### src/rtl/conv1_pkg.sv
// Shared constants, address widths and FSM state type for the conv1 layer sequencer.
package conv1_pkg;

    localparam int unsigned IMG_W  = 28;
    localparam int unsigned K      = 5;
    localparam int unsigned OUT_W  = IMG_W - K + 1;
    localparam int unsigned N_TAPS = K * K;

    localparam int unsigned ADDR_W = 10;
    localparam int unsigned TAP_W  = 5;

    typedef enum logic [2:0] {
        ST_IDLE,
        ST_KCLR,
        ST_LOAD_K,
        ST_READ,
        ST_DRAIN,
        ST_WRITE,
        ST_FIN
    } conv1_state_t;

endpackage

### src/rtl/conv1_win_addr.sv
// Window/tap counters for conv1: registered image-RAM and output-RAM addresses,
// maintained incrementally so no multiplier is needed.
module conv1_win_addr
    import conv1_pkg::*;
#(
    parameter int unsigned IMG_W = conv1_pkg::IMG_W,
    parameter int unsigned K     = conv1_pkg::K
) (
    input  logic              clk,
    input  logic              reset,
    input  logic              clr,
    input  logic              step,
    input  logic              next_win,
    output logic [ADDR_W-1:0] img_addr,
    output logic [ADDR_W-1:0] out_addr,
    output logic [TAP_W-1:0]  tap,
    output logic              last_tap,
    output logic              last_win
);

    localparam int unsigned WIN_N = IMG_W - K + 1;
    localparam int unsigned CNT_W = $clog2(WIN_N);
    localparam int unsigned KC_W  = $clog2(K);
    // Jump from the last tap of one kernel row to the first tap of the next.
    localparam logic [ADDR_W-1:0] ROW_STEP = ADDR_W'(IMG_W - K + 1);
    // Jump from window (r, WIN_N-1) to window (r+1, 0).
    localparam logic [ADDR_W-1:0] COL_WRAP = ADDR_W'(IMG_W - WIN_N + 1);

    logic [CNT_W-1:0]  row, col;
    logic [KC_W-1:0]   i, j;
    logic [ADDR_W-1:0] base;

    assign last_tap = (i == KC_W'(K - 1)) && (j == KC_W'(K - 1));
    assign last_win = (row == CNT_W'(WIN_N - 1)) && (col == CNT_W'(WIN_N - 1));

    always_ff @(posedge clk or negedge reset) begin
        if (!reset) begin
            row      <= '0;
            col      <= '0;
            i        <= '0;
            j        <= '0;
            tap      <= '0;
            base     <= '0;
            img_addr <= '0;
            out_addr <= '0;
        end else if (clr) begin
            row      <= '0;
            col      <= '0;
            i        <= '0;
            j        <= '0;
            tap      <= '0;
            base     <= '0;
            img_addr <= '0;
            out_addr <= '0;
        end else if (next_win) begin
            i   <= '0;
            j   <= '0;
            tap <= '0;
            if (last_win) begin
                row      <= '0;
                col      <= '0;
                base     <= '0;
                img_addr <= '0;
                out_addr <= '0;
            end else begin
                out_addr <= out_addr + ADDR_W'(1);
                if (col == CNT_W'(WIN_N - 1)) begin
                    col      <= '0;
                    row      <= row + CNT_W'(1);
                    base     <= base + COL_WRAP;
                    img_addr <= base + COL_WRAP;
                end else begin
                    col      <= col + CNT_W'(1);
                    base     <= base + ADDR_W'(1);
                    img_addr <= base + ADDR_W'(1);
                end
            end
        end else if (step) begin
            if (last_tap) begin
                i        <= '0;
                j        <= '0;
                tap      <= '0;
                img_addr <= base;
            end else begin
                tap <= tap + TAP_W'(1);
                if (j == KC_W'(K - 1)) begin
                    j        <= '0;
                    i        <= i + KC_W'(1);
                    img_addr <= img_addr + ROW_STEP;
                end else begin
                    j        <= j + KC_W'(1);
                    img_addr <= img_addr + ADDR_W'(1);
                end
            end
        end
    end

endmodule

### src/rtl/conv1_sched.sv
// Conv1 layer sequencer: loads kernel taps, walks all output windows, aligns MAC strobes.
// Optional abort input is enabled by defining CONV1_SCHED_ABORT_EN.
module conv1_sched
    import conv1_pkg::*;
#(
    parameter int unsigned IMG_W   = conv1_pkg::IMG_W,
    parameter int unsigned K       = conv1_pkg::K,
    parameter int unsigned MEM_LAT = 2
) (
    input  logic              clk,
    input  logic              reset,
    input  logic              start,
    output logic              busy,
    output logic              done,
    output logic              k_clr,
    output logic              k_en,
    input  logic              k_done,
    output logic              img_rd,
    output logic [ADDR_W-1:0] img_addr,
    output logic              mac_clr,
    output logic              mac_valid,
    output logic [TAP_W-1:0]  tap,
    output logic              out_we,
    output logic [ADDR_W-1:0] out_addr
`ifdef CONV1_SCHED_ABORT_EN
    ,
    input  logic              abort
`endif
);

    conv1_state_t      state, state_nxt;
    logic [1:0]        drain_cnt, drain_nxt;
    logic              step, next_win, win_clr;
    logic              last_tap, last_win;
    logic [TAP_W-1:0]  win_tap;
    logic              abort_req;

    logic [MEM_LAT-1:0] pipe_v, pipe_c;
    logic [TAP_W-1:0]   pipe_t [MEM_LAT];

`ifdef CONV1_SCHED_ABORT_EN
    assign abort_req = abort && (state != ST_IDLE);
`else
    assign abort_req = 1'b0;
`endif

    conv1_win_addr #(
        .IMG_W (IMG_W),
        .K     (K)
    ) u_win_addr (
        .clk      (clk),
        .reset    (reset),
        .clr      (win_clr),
        .step     (step),
        .next_win (next_win),
        .img_addr (img_addr),
        .out_addr (out_addr),
        .tap      (win_tap),
        .last_tap (last_tap),
        .last_win (last_win)
    );

    always_comb begin
        state_nxt = state;
        drain_nxt = drain_cnt;
        step      = 1'b0;
        next_win  = 1'b0;
        win_clr   = 1'b0;
        case (state)
            ST_IDLE:   if (start) state_nxt = ST_KCLR;
            ST_KCLR: begin
                win_clr   = 1'b1;
                state_nxt = ST_LOAD_K;
            end
            ST_LOAD_K: if (k_done) state_nxt = ST_READ;
            // The counters always hold the tap currently on img_addr, so step here.
            ST_READ: begin
                step = 1'b1;
                if (last_tap) begin
                    state_nxt = ST_DRAIN;
                    drain_nxt = '0;
                end
            end
            ST_DRAIN: begin
                if (drain_cnt == 2'(MEM_LAT - 1)) state_nxt = ST_WRITE;
                else                              drain_nxt = drain_cnt + 2'd1;
            end
            ST_WRITE: begin
                next_win  = 1'b1;
                state_nxt = last_win ? ST_FIN : ST_READ;
            end
            ST_FIN:    state_nxt = ST_IDLE;
            default:   state_nxt = ST_IDLE;
        endcase
        if (abort_req) begin
            state_nxt = ST_IDLE;
            drain_nxt = '0;
            step      = 1'b0;
            next_win  = 1'b0;
            win_clr   = 1'b1;
        end
    end

    always_ff @(posedge clk or negedge reset) begin
        if (!reset) begin
            state     <= ST_IDLE;
            drain_cnt <= '0;
        end else begin
            state     <= state_nxt;
            drain_cnt <= drain_nxt;
        end
    end

    // Strobes decoded from the next state so every output comes straight off a flop.
    always_ff @(posedge clk or negedge reset) begin
        if (!reset) begin
            busy   <= 1'b0;
            done   <= 1'b0;
            k_clr  <= 1'b0;
            k_en   <= 1'b0;
            img_rd <= 1'b0;
            out_we <= 1'b0;
        end else begin
            busy   <= (state_nxt != ST_IDLE);
            done   <= (state_nxt == ST_FIN);
            k_clr  <= (state_nxt == ST_KCLR);
            k_en   <= (state_nxt == ST_LOAD_K);
            img_rd <= (state_nxt == ST_READ);
            out_we <= (state_nxt == ST_WRITE);
        end
    end

    always_ff @(posedge clk or negedge reset) begin
        if (!reset) begin
            pipe_v <= '0;
            pipe_c <= '0;
            for (int unsigned s = 0; s < MEM_LAT; s++) pipe_t[s] <= '0;
        end else if (abort_req) begin
            pipe_v <= '0;
            pipe_c <= '0;
            for (int unsigned s = 0; s < MEM_LAT; s++) pipe_t[s] <= '0;
        end else begin
            pipe_v[0] <= img_rd;
            pipe_c[0] <= img_rd && (win_tap == '0);
            pipe_t[0] <= img_rd ? win_tap : '0;
            for (int unsigned s = 1; s < MEM_LAT; s++) begin
                pipe_v[s] <= pipe_v[s-1];
                pipe_c[s] <= pipe_c[s-1];
                pipe_t[s] <= pipe_t[s-1];
            end
        end
    end

    assign mac_valid = pipe_v[MEM_LAT-1];
    assign mac_clr   = pipe_c[MEM_LAT-1];
    assign tap       = pipe_t[MEM_LAT-1];

endmodule

### config.mk
export PLATFORM = sky130hd
export DESIGN_NAME = conv1_sched
export DESIGN_NICKNAME = d
export VERILOG_FILES = /design/src/rtl/conv1_pkg.sv /design/src/rtl/conv1_win_addr.sv /design/src/rtl/conv1_sched.sv
export SDC_FILE = /design/constraint.sdc
export NUM_CORES = 1
export LEC_CHECK = 0
export ABC_AREA = 1
export ABC_CLOCK_PERIOD_IN_PS = 2800
export BUFFER_PORTS_ARGS = -buffer_cell sky130_fd_sc_hd__buf_2
export CAP_MARGIN = 20
export CORE_AREA = 2 2 89 91
export DETAILED_ROUTE_END_ITERATION = 12
export DIE_AREA = 0 0 91 93
export GPL_TIMING_DRIVEN = 0
export PLACE_DENSITY = 0.74
export SLEW_MARGIN = 20
export SYNTH_ARGS = -nofsm -noshare
export SYNTH_HDL_FRONTEND = slang
export SYNTH_HIERARCHICAL = 1
export SYNTH_SLANG_ARGS = --single-unit
### constraint.sdc
create_clock -name clk -period 2.8 [get_ports clk]
set_clock_uncertainty 0.2 [all_clocks]
set_input_delay 0.42 -clock clk [delete_from_list [all_inputs] [get_ports clk]]
set_output_delay 0.42 -clock clk [all_outputs]
set_load 0.005 [all_outputs]
After elaboration in Yosys (flattened, before gate mapping). Index checks and enable logic that the tools add are counted.

Input port bits: 4. Word-level logic and storage cells: 109. Flip-flop bits (word level): 76.

Reduce and logical (&&, ||, !) cells: 14. $add $sub $neg: 11. Eq/ne operators: 17. Muxes and demuxes: 47.

Operators by type and width (number): 10-bit 2-to-1 mux (12); 5-bit 2-to-1 mux (13); 3-bit 2-to-1 mux (15); 10-bit by 1-bit adder with 10-bit output, second input constant (3); 3-bit equality test, second input constant (6); 3-bit case mux with 6 select lines (1); 5-bit by 1-bit adder with 5-bit output, second input constant (3); 3-bit by 2-bit equality test with 1-bit output, second input constant (4); 10-bit by 3-bit adder with 10-bit output, second input constant (1); 10-bit by 5-bit adder with 10-bit output, second input constant (1); 5-bit equality test, second input constant (2); 3-bit nonzero test (3); 3-bit by 1-bit adder with 3-bit output, second input constant (2); 3-bit by 1-bit equality test with 1-bit output, second input constant (2); 5-bit logical NOT (1); 2-bit 2-to-1 mux (2); 2-bit inequality test, second input constant (2); 2-bit case mux with 2 select lines (1); 2-bit AND reduction (2); 2-bit nonzero test (2); 4-bit nonzero test (1); 1-bit logical AND (3); 3-bit logical NOT (1); 1-bit 2-to-1 mux (3); other kinds (3) (3).

Depth between registers and ports, before layout. Gate-level depths: netlist of the first run.

Depth in word-level cells: 6. Depth in mapped cells: 15. Mapped depth without buffers: 15.

Hierarchy. The synthesis of the first run kept the hierarchy.

By module, submodules not included: conv1_win_addr (area an instance 3095.5 µm², instances 1, sequential area each 1276.2 µm², cells an instance 380); conv1_sched (area an instance 953.4 µm², instances 1, sequential area each 625.6 µm², cells an instance 92).

Least setup slack after synthesis of the first run. Ideal clock, no wire load.

Path kind: reg2reg. From: register u_win_addr.col[0]. To: register u_win_addr.img_addr[3]. Arrival: 1.829 ns. Setup time: 0.120 ns. Path slack: 0.650 ns. Stages on the path, launching flop included: 13. Data required time: 2.480 ns. Buffers on the path: 0. Cell sequence: dfrtp_1 > ha_1 > nand2_1 > inv_2 > nand3_4 > inv_1 > ha_1 > nand2_1 > o21ai_1 > xor2_1 > nor2_1 > nor2_1 > nor2_1.

Word-level cells in the longest chain between the ends: 5.

RTL lines: start: declaration (line conv1_win_addr.sv:29) `logic [CNT_W-1:0] row, col;`; start signal: assignment (line conv1_win_addr.sv:73) `col <= col + CNT_W'(1);`; 5-bit equality test * (line conv1_win_addr.sv:34, conv1_win_addr.sv:67); 10-bit 2-to-1 mux or 1-bit logical AND (tied branches) (line conv1_win_addr.sv:67, conv1_win_addr.sv:34); 10-bit 2-to-1 mux * (line conv1_win_addr.sv:59) `if (last_win) begin`; 10-bit 2-to-1 mux * (line conv1_win_addr.sv:55) `end else if (next_win) begin`; 10-bit 2-to-1 mux * (line conv1_win_addr.sv:46) `end else if (clr) begin`; end signal: assignment (line conv1_win_addr.sv:71) `img_addr <= base + COL_WRAP;`; end signal: assignment (line conv1_win_addr.sv:75) `img_addr <= base + ADDR_W'(1);`; end signal: assignment (line conv1_win_addr.sv:83) `img_addr <= base;`; end: declaration (line conv1_win_addr.sv:14) `output logic [ADDR_W-1:0] img_addr,`.

Every way passes the cells marked *; elsewhere a longest branch is shown, timed or not. A chain may end at the register's enable or synchronous reset.

Final worst setup path of the first run.
From: register u_win_addr.col[0]. To: register u_win_addr.base[7].

Word-level cells in the longest chain between the ends: 5.

RTL lines: 5-bit equality test * (line conv1_win_addr.sv:34, conv1_win_addr.sv:67); 10-bit 2-to-1 mux or 1-bit logical AND (tied branches) (line conv1_win_addr.sv:67, conv1_win_addr.sv:34); 10-bit 2-to-1 mux * (line conv1_win_addr.sv:59); 10-bit 2-to-1 mux * (line conv1_win_addr.sv:55); 10-bit 2-to-1 mux * (line conv1_win_addr.sv:46); end signal: assignment (line conv1_win_addr.sv:70) `base <= base + COL_WRAP;`; end signal: assignment (line conv1_win_addr.sv:74) `base <= base + ADDR_W'(1);`; end: declaration (line conv1_win_addr.sv:31) `logic [ADDR_W-1:0] base;`.

Every way passes the cells marked *; elsewhere a longest branch is shown, timed or not. The select of a mux whose other input is x is not followed.

==> impl_metrics.toml, run 1 <==
[run_status]
status = "finished, final reports clean"

[power_and_ir_drop]
ir_worst_vdd_uv = 331
p_per_area_nw_per_um2 = 860
comb_power_share_pct = 39.3
p_seq_share_pct = 41.1
swShare_pct = 40.7
power.share.clock_pct = 19.6
leakagePower_nw = 2.39
p_sw_w = 0.00160
power.internal_w = 0.00233

[placement]
placedInstanceArea_sq_um = 4390
dp_hpwl_mm = 5.94
gp_congestion = 0.879
port_buffers = 36
post-place-ws_ps = 455

[worst_setup_path]
setup.worst_path.start = "u_win_addr/col[0]"
reg2regPathDepth = 14
path_class = "reg2reg"
r2r-start = "u_win_addr/col[0]"
r2r-end = "u_win_addr/base[7]"
start_kind = "flip-flop"
crit_path_end_kind = "flip-flop"
r2r_slack_ps = 390
cp.arrival_ps = 2500
crit_fanout = 5
required_ps = 2880
endpoint = "u_win_addr/base[7]"

[yosys]
synth-seq-cells = 76
avgSynthCellArea_sq_um = 8.58
ys_types = 44
synth_edf_count = 0
ys_warn_count = 6
synthesis.nets = 490
synthArstFlopShare_pct = 100
synthCells = 472
yosysSeqAreaShare_pct = 47.0
synth_ff_type = "dfrtp_1"
netlist_area_sq_um = 4050

[grt]
grt_pass1_vias = 3138
grt_max_degree = 56
overflow = 0
grt_antenna_before_repair = 0
grt_pass1_wl_mm = 14.1
grt_usage_pct = 20.9

[timing]
rsz0062_at_grt = "false"
slew_violations = 0
slew_headroom_pct = 59.6
setup_slack_ps = 387
fmax_ghz = 0.414
hold_viol = 0
fin_crit_ps = 2410
tightestPinTransition_ps = 604
finalCritPeriodShare_pct = 86.2
setup_violations = 0
setup-tns-final_ps = 0

[cells_and_area]
nNetsFinal = 539
diodes = 0
multi_input_area_sq_um = 1780
fin_util_pct = 60.8
nFillCells = 685
fin_area_sq_um = 4580
seq_area_sq_um = 1900
final_cell_mix = "93 x nand2_1, 76 x dfrtp_1, 58 x inv_1"
drive_gt1_share_pct = 20.5
syn_to_final_growth_pct = 13.1
final_common_cell = "nand2_1"

[clock_network]
cts_htree_levels = 3
insertion_delay_ps = 360
path_clk_slew_ps = 90
cts_made_buffers = 9
cts.path.max_buffers = 2
cts-root-buf = "clkbuf_8"
clkSinkCount = 76
cts_tree = "yes"

[detailed_routing]
via_per_inst = 5.25
routed_wl_mm = 8.05
ant_nets = 0
drc = 0
drt_iter0_markers = 229
vias = 3296
drt_first_pass_iters = 4
wire_per_inst_um = 12.8

[worst_hold_path]
min_path_type = "reg2reg"

[run]
maxCapViolations = 0

[floorplan]
initial_utilization_pct = 53.8
die_h_um = 93
chipWidth_um = 91
die_area_sq_um = 8460
num_rows = 32
num_io_pins = 37
core_sq_um = 7530
## kinds of logic (layout without fill, tap and decap cells)
| group | count (synthesis) | in the layout | synth area share [%] |
|---|---|---|---|
| flip-flops | 76 | 76 | 47.0 |
| buffers and inverters | 80 | 134 | 9.12 |
| AO/OA/AOI/OAI | 79 | 79 | 11.7 |
| AND/OR/NAND/NOR | 216 | 216 | 26.4 |
| adder cells (fa/ha/maj) | 14 | 14 | 4.33 |
| multiplexers | 1 | 1 | 0.247 |
| XOR/XNOR | 6 | 6 | 1.30 |
## what timing repair did
| action | 4_1_cts | 5_1_grt |
|---|---|---|
| setup buffers | 0 | 0 |
| endpoints found under the hold margin | 21 | 0 |
| resized for setup | 0 | 0 |
| hold buffers | 1 | 0 |
## per-layer routing
layer	wire (um)	global-route usage [%]
met5	0	0
met4	111	7.45
met3	338	4.51
met2	3750	32.7
met1	3860	29.0
## critical path: stages, from the launching register on
cell,delay (ps)
dfrtp_1,410
ha_1,220
nand2_1,90
inv_2,60
nand3_4,90
inv_1,70
ha_1,350
nand2_1,100
o21ai_1,260
nand3_1,130
nand2_1,70
nand2_1,50
nand2_1,50
nand2_1,80
a21oi_1,120
## final cells by class
cell class / instances / area share, %
Buffer: 12 / 2.38
Clock buffer: 9 / 2.70
Clock inverter: 7 / 1.28
Inverter: 68 / 5.68
Multi-Input combinational cell: 316 / 38.8
Sequential cell: 76 / 41.5
Tap cell: 102 / 2.79
Timing Repair Buffer: 38 / 4.81
## how the worst min path moves through the flow
stage | cells after the start | startpoint | to
after floorplan | 0 | reset | busy
after global placement | 0 | pipe_t[9] | tap[4]
after detailed placement | 1 | reset | tap[2]
after CTS | 0 | pipe_t[5] | tap[0]
after global routing | 0 | pipe_t[6] | tap[1]
final | 0 | pipe_t[5] | tap[0]
## synthesized netlist by cell type, types with 2 or more instances
library cell	instances	area (sq um)
nand2_1	93	349
dfrtp_1	76	1900
inv_1	58	218
nand3_1	45	225
nor2_1	33	124
a21oi_1	29	145
ha_1	14	175
o21ai_0	14	70.1
o21ai_1	11	55.1
inv_2	8	30.0
nor2_2	7	43.8
nor2_4	7	78.8
buf_4	6	45.0
nand4_1	6	37.5
nor3_1	6	30.0
o22ai_1	6	37.5
nand2_2	5	31.3
buf_6	4	45.0
xor2_1	4	35.0
a211oi_1	3	22.5
and3_1	3	18.8
nor3_2	3	30.0
o21a_1	3	22.5
a31oi_1	2	12.5
a32o_1	2	20.0
inv_4	2	12.5
nand2_4	2	22.5
nand3_2	2	20.0
o21ai_2	2	17.5
xnor2_1	2	17.5
## registers in the layout, summed over array words and instances (netlist names), 2 cells and up
register	cells
pipe_v	2
pipe_t	5
tap	5
u_win_addr/j	3
u_win_addr/base	10
u_win_addr/col	5
u_win_addr/img_addr	10
state	3
pipe_c	2
u_win_addr/row	5
u_win_addr/tap	5
u_win_addr/out_addr	10
drain_cnt	2
u_win_addr/i	3
## power groups by stage
| stage | Combinational (W) | Sequential [W] | Clock [W] |
|---|---|---|---|
| 2_1_floorplan | 0.00113 | 0.00160 | 0 |
| 4_1_cts | 0.00156 | 0.00162 | 0.000797 |
| 6_report | 0.00155 | 0.00162 | 0.000770 |
| 5_1_grt | 0.00177 | 0.00166 | 0.000843 |
| 3_3_place_gp | 0.00150 | 0.00163 | 0 |
| 3_5_place_dp | 0.00155 | 0.00164 | 0 |
## through the flow
stage                     std cells  hold WS (ps)  total power (W)
after floorplan                 472         -75.6          0.00273
after global placement          610           132          0.00313
after detailed placement        611           135          0.00319
after CTS                       628           149          0.00398
after global routing            628           159          0.00428
final                           628           146          0.00394
(Power assumes the default switching activity.)
==> inputs of run 2 (changes only) <==
CORE_AREA = 2 2 87 89   (was 2 2 89 91)
CTS_CLUSTER_SIZE = 24   (was not set)
DIE_AREA = 0 0 89 91   (was 0 0 91 93)
SYNTH_HIERARCHICAL = not set   (was 1)
==> run 2 against run 1 <==
  * Sequential share of layout area grew 1.7 points
  * Final area shrank 3.9%
  * Critical endpoint is now u_win_addr.img_addr[6]
  * Flip-flop and latch count is the same
  * Fmax shrank 0.67%
  * Combinational power shrank 34%
  * Final cell count shrank 0.16%
  * Highest routed layer unchanged
  * Worst setup slack lost 16 ps
==> impl_metrics.toml, run 2 <==
[run_status]
status = "finished, final reports clean"

[grt]
grt_antenna_before_repair = 0
grt_pass1_vias = 3100
grt_usage_pct = 21.5
grt_pass1_wl_mm = 13.8
grt_max_degree = 45
overflow = 0

[detailed_routing]
drc = 0
wl_met3_um = 350
routed_wl_mm = 7.92
ant_nets = 0
vias = 3224
drt_first_pass_iters = 5
via_per_inst = 5.14
top_layer_used = "met4"
met2_length_mm = 3.66
drt_iter0_markers = 232
wire_per_inst_um = 12.6
drt-met1-wl_mm = 3.75

[cells_and_area]
fin_util_pct = 61.7
syn_to_final_growth_pct = 14.2
final_common_cell = "nand2_1"
final_cell_mix = "118 x nand2_1, 76 x dfrtp_1, 71 x inv_1"
largestRegisters = "u_win_addr.base: 10 flops, u_win_addr.img_addr: 10 flops, u_win_addr.out_addr: 10 flops"
drive_gt1_share_pct = 13.4
diodes = 0
nNetsFinal = 542
fin_cells = 627

[yosys]
ys_warn_count = 0
ys_types = 28
yosysSeqAreaShare_pct = 49.3
synth_area_leaders = "dfrtp_1 49%, nand2_1 11%, inv_1 6.9%"
synth_top_area_share_pct = 49.3
synthArstFlopShare_pct = 100
synth.most_common_cell = "nand2_1"
synthesis.nets = 493
netlist_area_sq_um = 3850
synthCells = 474
synth_ff_type = "dfrtp_1"
synth-seq-cells = 76
synth_area_leader_cell = "dfrtp_1"
avgSynthCellArea_sq_um = 8.13
synth_edf_count = 0
synth_common_cells = "118 x nand2_1, 76 x dfrtp_1, 71 x inv_1, 45 x nand3_1, 40 x o21ai_0"

[power_and_ir_drop]
ir_worst_vdd_uv = 492
p_per_area_nw_per_um2 = 760
p_total_w = 0.00334
leakagePower_nw = 2.34

[worst_setup_path]
r2r-start = "u_win_addr.col[1]"
required_ps = 2910
setup.worst_path.start = "u_win_addr.col[1]"
cp.arrival_ps = 2540
crit_path_end_kind = "flip-flop"
cpLargestDelayFamily = "simple AND/OR/NAND/NOR gates"
start_kind = "flip-flop"
cp_slowest_cell = "dfrtp_1"
path_common_cell = "nand2_1"
path_buf_inv = 1
cp_cell_sequence = "ha_1, nand4_1, inv_1, ha_1, nand2_1, a21oi_1, nand2_1, o21ai_0, nand3_1, nand2_1, nand2_1, nand2_1"
crit_fanout = 5
path_class = "reg2reg"
max_stage_delay_ps = 410

[run]
maxCapViolations = 0

[floorplan]
chipWidth_um = 89
num_rows = 31
num_io_pins = 37
die_area_sq_um = 8100
initial_utilization_pct = 54.0
die_h_um = 91
core_sq_um = 7140

[placement]
gp_congestion = 0.807
dp_hpwl_mm = 5.84
place_inst = 610
port_buffers = 36

[clock_network]
cts_tree = "yes"
insertion_delay_ps = 360
path_clk_slew_ps = 90
cts_htree_levels = 3
cts-root-buf = "clkbuf_8"
cts_made_buffers = 9
cts.path.max_buffers = 2
ctsResizeCount = 0
clkSinkCount = 76

[timing]
rsz0062_at_grt = "false"
slew_violations = 0
setup-tns-final_ps = 0
tightestPinTransition_ps = 514
setup_violations = 0
finalCritPeriodShare_pct = 86.8
fin_crit_ps = 2430
slew_headroom_pct = 65.7
hold_viol = 0
fmax_ghz = 0.412

[worst_hold_path]
min_from = "start"
min_path_type = "in2reg"
[run 2: logic make-up (layout without fill, tap and decap cells)]
| group | Yosys count | after routing | synth area share (%) |
|---|---|---|---|
| fa+ha+maj | 15 | 15 | 4.87 |
| flops | 76 | 76 | 49.3 |
| buf+inv | 86 | 140 | 8.96 |
| simple gates | 211 | 211 | 23.6 |
| compound gates | 74 | 74 | 10.5 |
| xor+xnor | 12 | 12 | 2.73 |
[run 2: layout make-up]
cell class                      count  area, sq um
Buffer                             12         67.6
Sequential cell                    76         1900
Clock inverter                      7         85.1
Fill cell                         637         2740
Timing Repair Buffer               38          213
Multi-Input combinational cell    312         1610
Clock buffer                        9          124
Tap cell                           99          124
Inverter                           74          278
[run 2: where the power goes]
part / switching [W] / internal, W / total (W)
logic: 0.000679 / 0.000347 / 0.00103
clock network: 0.000457 / 0.000434 / 0.000891
registers: 0.000149 / 0.00128 / 0.00143
[run 2: through the flow]
step                hold WS [ps]  setup WS [ps]  area (sq um)
global placement             133            378          4160
CTS                         87.2            369          4400
finish                      94.3            371          4400
detailed placement           136            388          4180
global route                99.6           82.3          4400
floorplan                  -75.6            653          3850
[run 2: path summary, 6_finish.rpt]
| check | endpoint | slack [ps] | cells past startpoint |
|---|---|---|---|
| setup / recovery | u_win_addr.img_addr[6] | 370 | 12 |
| hold / removal | k_clr | 90 | 3 |
| setup reg to reg | u_win_addr.img_addr[6] | 370 | 12 |
| hold reg to reg | tap[3] | 160 | 0 |
| max in group asynchronous | u_win_addr.img_addr[4] | 1500 | 3 |
| min in group asynchronous | u_win_addr.out_addr[7] | 340 | 2 |
[run 2: worst min-delay path, delay by kind of cell]
kind,cells,cell delay (ps)
and+or+nand+nor,2,100
buffers and inverters,1,100
[run 2: repair_timing]
action | in CTS | in global routing
setup endpoints to repair | 0 | 0
hold buffers | 1 | 0
hold endpoints to repair | 32 | 0
setup buffers | 0 | 0
[run 2: per-layer routing]
| layer | track usage [%] | vias up |
|---|---|---|
| li1 | - | 1634 |
| met1 | 29.8 | 1515 |
| met2 | 32.6 | 58 |
| met3 | 4.00 | 17 |
| met4 | 9.70 | 0 |
| met5 | 0 | - |
==> inputs of run 3 (changes only) <==
ABC_AREA = not set   (was 1)
CORE_AREA = 2 2 88 90   (was 2 2 87 89)
DIE_AREA = 0 0 90 92   (was 0 0 89 91)
==> run 3 against run 2 <==
  * Wire length grew 17%
  * Sequential power rose by 12%
  * Fmax decreased by 7.6%
  * Core utilization decreased by 1.3 points
  * Register-to-register slack got worse by 200 ps
  * Synthesized cell count decreased by 13%
  * Area after synthesis is 2.5% higher
  * Clock power is 3.5% lower
  * Hold slack better by 47 ps
  * Critical endpoint is now u_win_addr.img_addr[9]
==> impl_metrics.toml, run 3 <==
[run_status]
status = "finished, final reports clean"

[placement]
dp_hpwl_mm = 6.32
gp_congestion = 0.911
port_buffers = 36
place_inst = 550
post-place-ws_ps = 173

[yosys]
yosysSeqAreaShare_pct = 48.1
synthesis.nets = 430
synth_ff_type = "dfrtp_1"
synth_top_area_share_pct = 48.1
synth_area_leaders = "dfrtp_1 48%, o21ai_0 6.6%, nand2_1 4.8%"
ys_warn_count = 0
synthCells = 411
synth-seq-cells = 76
synthArstFlopShare_pct = 100
synth_area_leader_cell = "dfrtp_1"
netlist_area_sq_um = 3950
synth_common_cells = "76 x dfrtp_1, 52 x o21ai_0, 51 x nand2_1, 27 x a21oi_1, 24 x nor2_1"
avgSynthCellArea_sq_um = 9.61
synth_edf_count = 0
synth.most_common_cell = "dfrtp_1"
ys_types = 57

[clock_network]
insertion_delay_ps = 350
clkSinkCount = 76
cts_made_buffers = 9
cts-root-buf = "clkbuf_8"
cts.path.max_buffers = 2
post-cts-setup-buffers = 0
cts_htree_levels = 3
path_clk_slew_ps = 90
cts_tree = "yes"

[worst_setup_path]
cp_cell_sequence = "ha_1, nand4b_2, inv_2, ha_1, a31oi_2, nor4b_4, xor2_1, a211oi_1, a21oi_1"
r2r_slack_ps = 170
max_stage_delay_ps = 420
crit_fanout = 8
r2r-end = "u_win_addr.img_addr[9]"
cp.depth = 9
endpoint = "u_win_addr.img_addr[9]"
reg2regPathDepth = 9
start_kind = "flip-flop"
path_class = "reg2reg"
required_ps = 2850
cp_slowest_cell = "dfrtp_1"
r2r-start = "u_win_addr.col[0]"
path_common_cell = "ha_1"
crit_path_end_kind = "flip-flop"
setup.worst_path.start = "u_win_addr.col[0]"
path_buf_inv = 1
cpLargestDelayFamily = "adder cells"
cp.arrival_ps = 2670

[cells_and_area]
syn_to_final_growth_pct = 13.8
drive_gt1_share_pct = 17.4
diodes = 0
nFillCells = 627
largestRegisters = "u_win_addr.base: 10 flops, u_win_addr.img_addr: 10 flops, u_win_addr.out_addr: 10 flops"
final_cell_mix = "76 x dfrtp_1, 52 x o21ai_0, 51 x nand2_1"
nNetsFinal = 479
final_common_cell = "dfrtp_1"
fin_cells = 567

[grt]
grt_antenna_before_repair = 0
overflow = 0
grt_max_degree = 56
grt_pass1_vias = 3118
grt_pass1_wl_mm = 15.5
grt_usage_pct = 23.6

[detailed_routing]
via_per_inst = 5.86
wire_per_inst_um = 16.3
ant_nets = 0
vias = 3322
drt_first_pass_iters = 5
drt_iter0_markers = 259
drc = 0
routed_wl_mm = 9.26

[worst_hold_path]
min_path_type = "in2reg"
min_from = "start"

[run]
maxCapViolations = 0

[power_and_ir_drop]
power.internal_w = 0.00229
ir_worst_vdd_uv = 538
p_per_area_nw_per_um2 = 798
p_seq_share_pct = 44.6
comb_power_share_pct = 31.4
p_sw_w = 0.00130
leakagePower_nw = 2.14
swShare_pct = 36.1
power.share.clock_pct = 24.0

[floorplan]
die_area_sq_um = 8280
initial_utilization_pct = 53.1
num_io_pins = 37
core_sq_um = 7450
chipWidth_um = 90
die_h_um = 92
num_rows = 32

[timing]
tightestPinTransition_ps = 577
slew_violations = 0
slew_headroom_pct = 61.5
rsz0062_at_grt = "false"
setup_slack_ps = 172
fmax_ghz = 0.380
fin_crit_ps = 2630
hold_viol = 0
setup-tns-final_ps = 0
finalCritPeriodShare_pct = 93.9
setup_violations = 0
==> run 3: what timing repair did <==
action                                  4_1_cts  5_1_grt
gates resized for setup                       0        0
hold endpoints to repair                     21        0
hold buffers                                  1        0
endpoints found under the setup margin        0        1
==> run 3: cell families after synthesis <==
logic type	Yosys count	synth area share (%)
simple gates	135	17.6
compound gates	127	19.8
flops	76	48.1
buf+inv	35	4.50
xor+xnor	19	4.21
fa+ha+maj	15	4.75
mux	4	1.01
==> run 3: metrics by stage <==
step	cell area (sq um)	util [%]	hold WS [ps]	total power, W
floorplan	3950	-	-75.6	0.00236
global placement	4260	57.2	133	0.00270
detailed placement	4290	57.6	136	0.00274
CTS	4500	60.4	136	0.00360
global route	4500	60.4	150	0.00386
finish	4500	60.4	141	0.00359
==> run 3: final cells by class <==
cell class	count	area [sq um]	share of cell area, %
Clock inverter	7	75.1	1.67
Sequential cell	76	1900	42.3
Timing Repair Buffer	38	220	4.90
Buffer	23	133	2.95
Tap cell	102	128	2.84
Multi-Input combinational cell	300	1870	41.6
Clock buffer	9	124	2.75
Inverter	12	45.0	1.00
==> run 3: worst min path at each step <==
stage	endpoint	slack, ps	cells past startpoint
after floorplan	busy	-80	0
after global placement	tap[2]	130	0
after CTS	busy	140	3
final	busy	140	3
after detailed placement	tap[4]	140	1
after global routing	k_clr	150	2
==> run 3: layer usage <==
| metal | share of wire [%] | vias to the layer above | track usage [%] | routed length, um |
|---|---|---|---|---|
| li1 | - | 1571 | - | - |
| met1 | 45 | 1621 | 34.6 | 4210 |
| met2 | 46 | 118 | 35.2 | 4290 |
| met3 | 6.9 | 12 | 4.68 | 642 |
| met4 | 1.4 | 0 | 7.95 | 126 |
| met5 | 0 | - | 0 | 0 |
==> run 3: worst min-delay path, delay by kind of cell <==
family          cells  cell delay, ps
compound gates      1             100
buf+inv             1              90
simple gates        1              40
==> run 3: power by group through the flow <==
stage                     clock (W)  sequential, W  combinational (W)
after floorplan                   0        0.00156           0.000801
after global placement            0        0.00161            0.00109
after detailed placement          0        0.00162            0.00112
after CTS                  0.000871        0.00160            0.00113
after global routing       0.000925        0.00165            0.00129
final                      0.000860        0.00160            0.00113
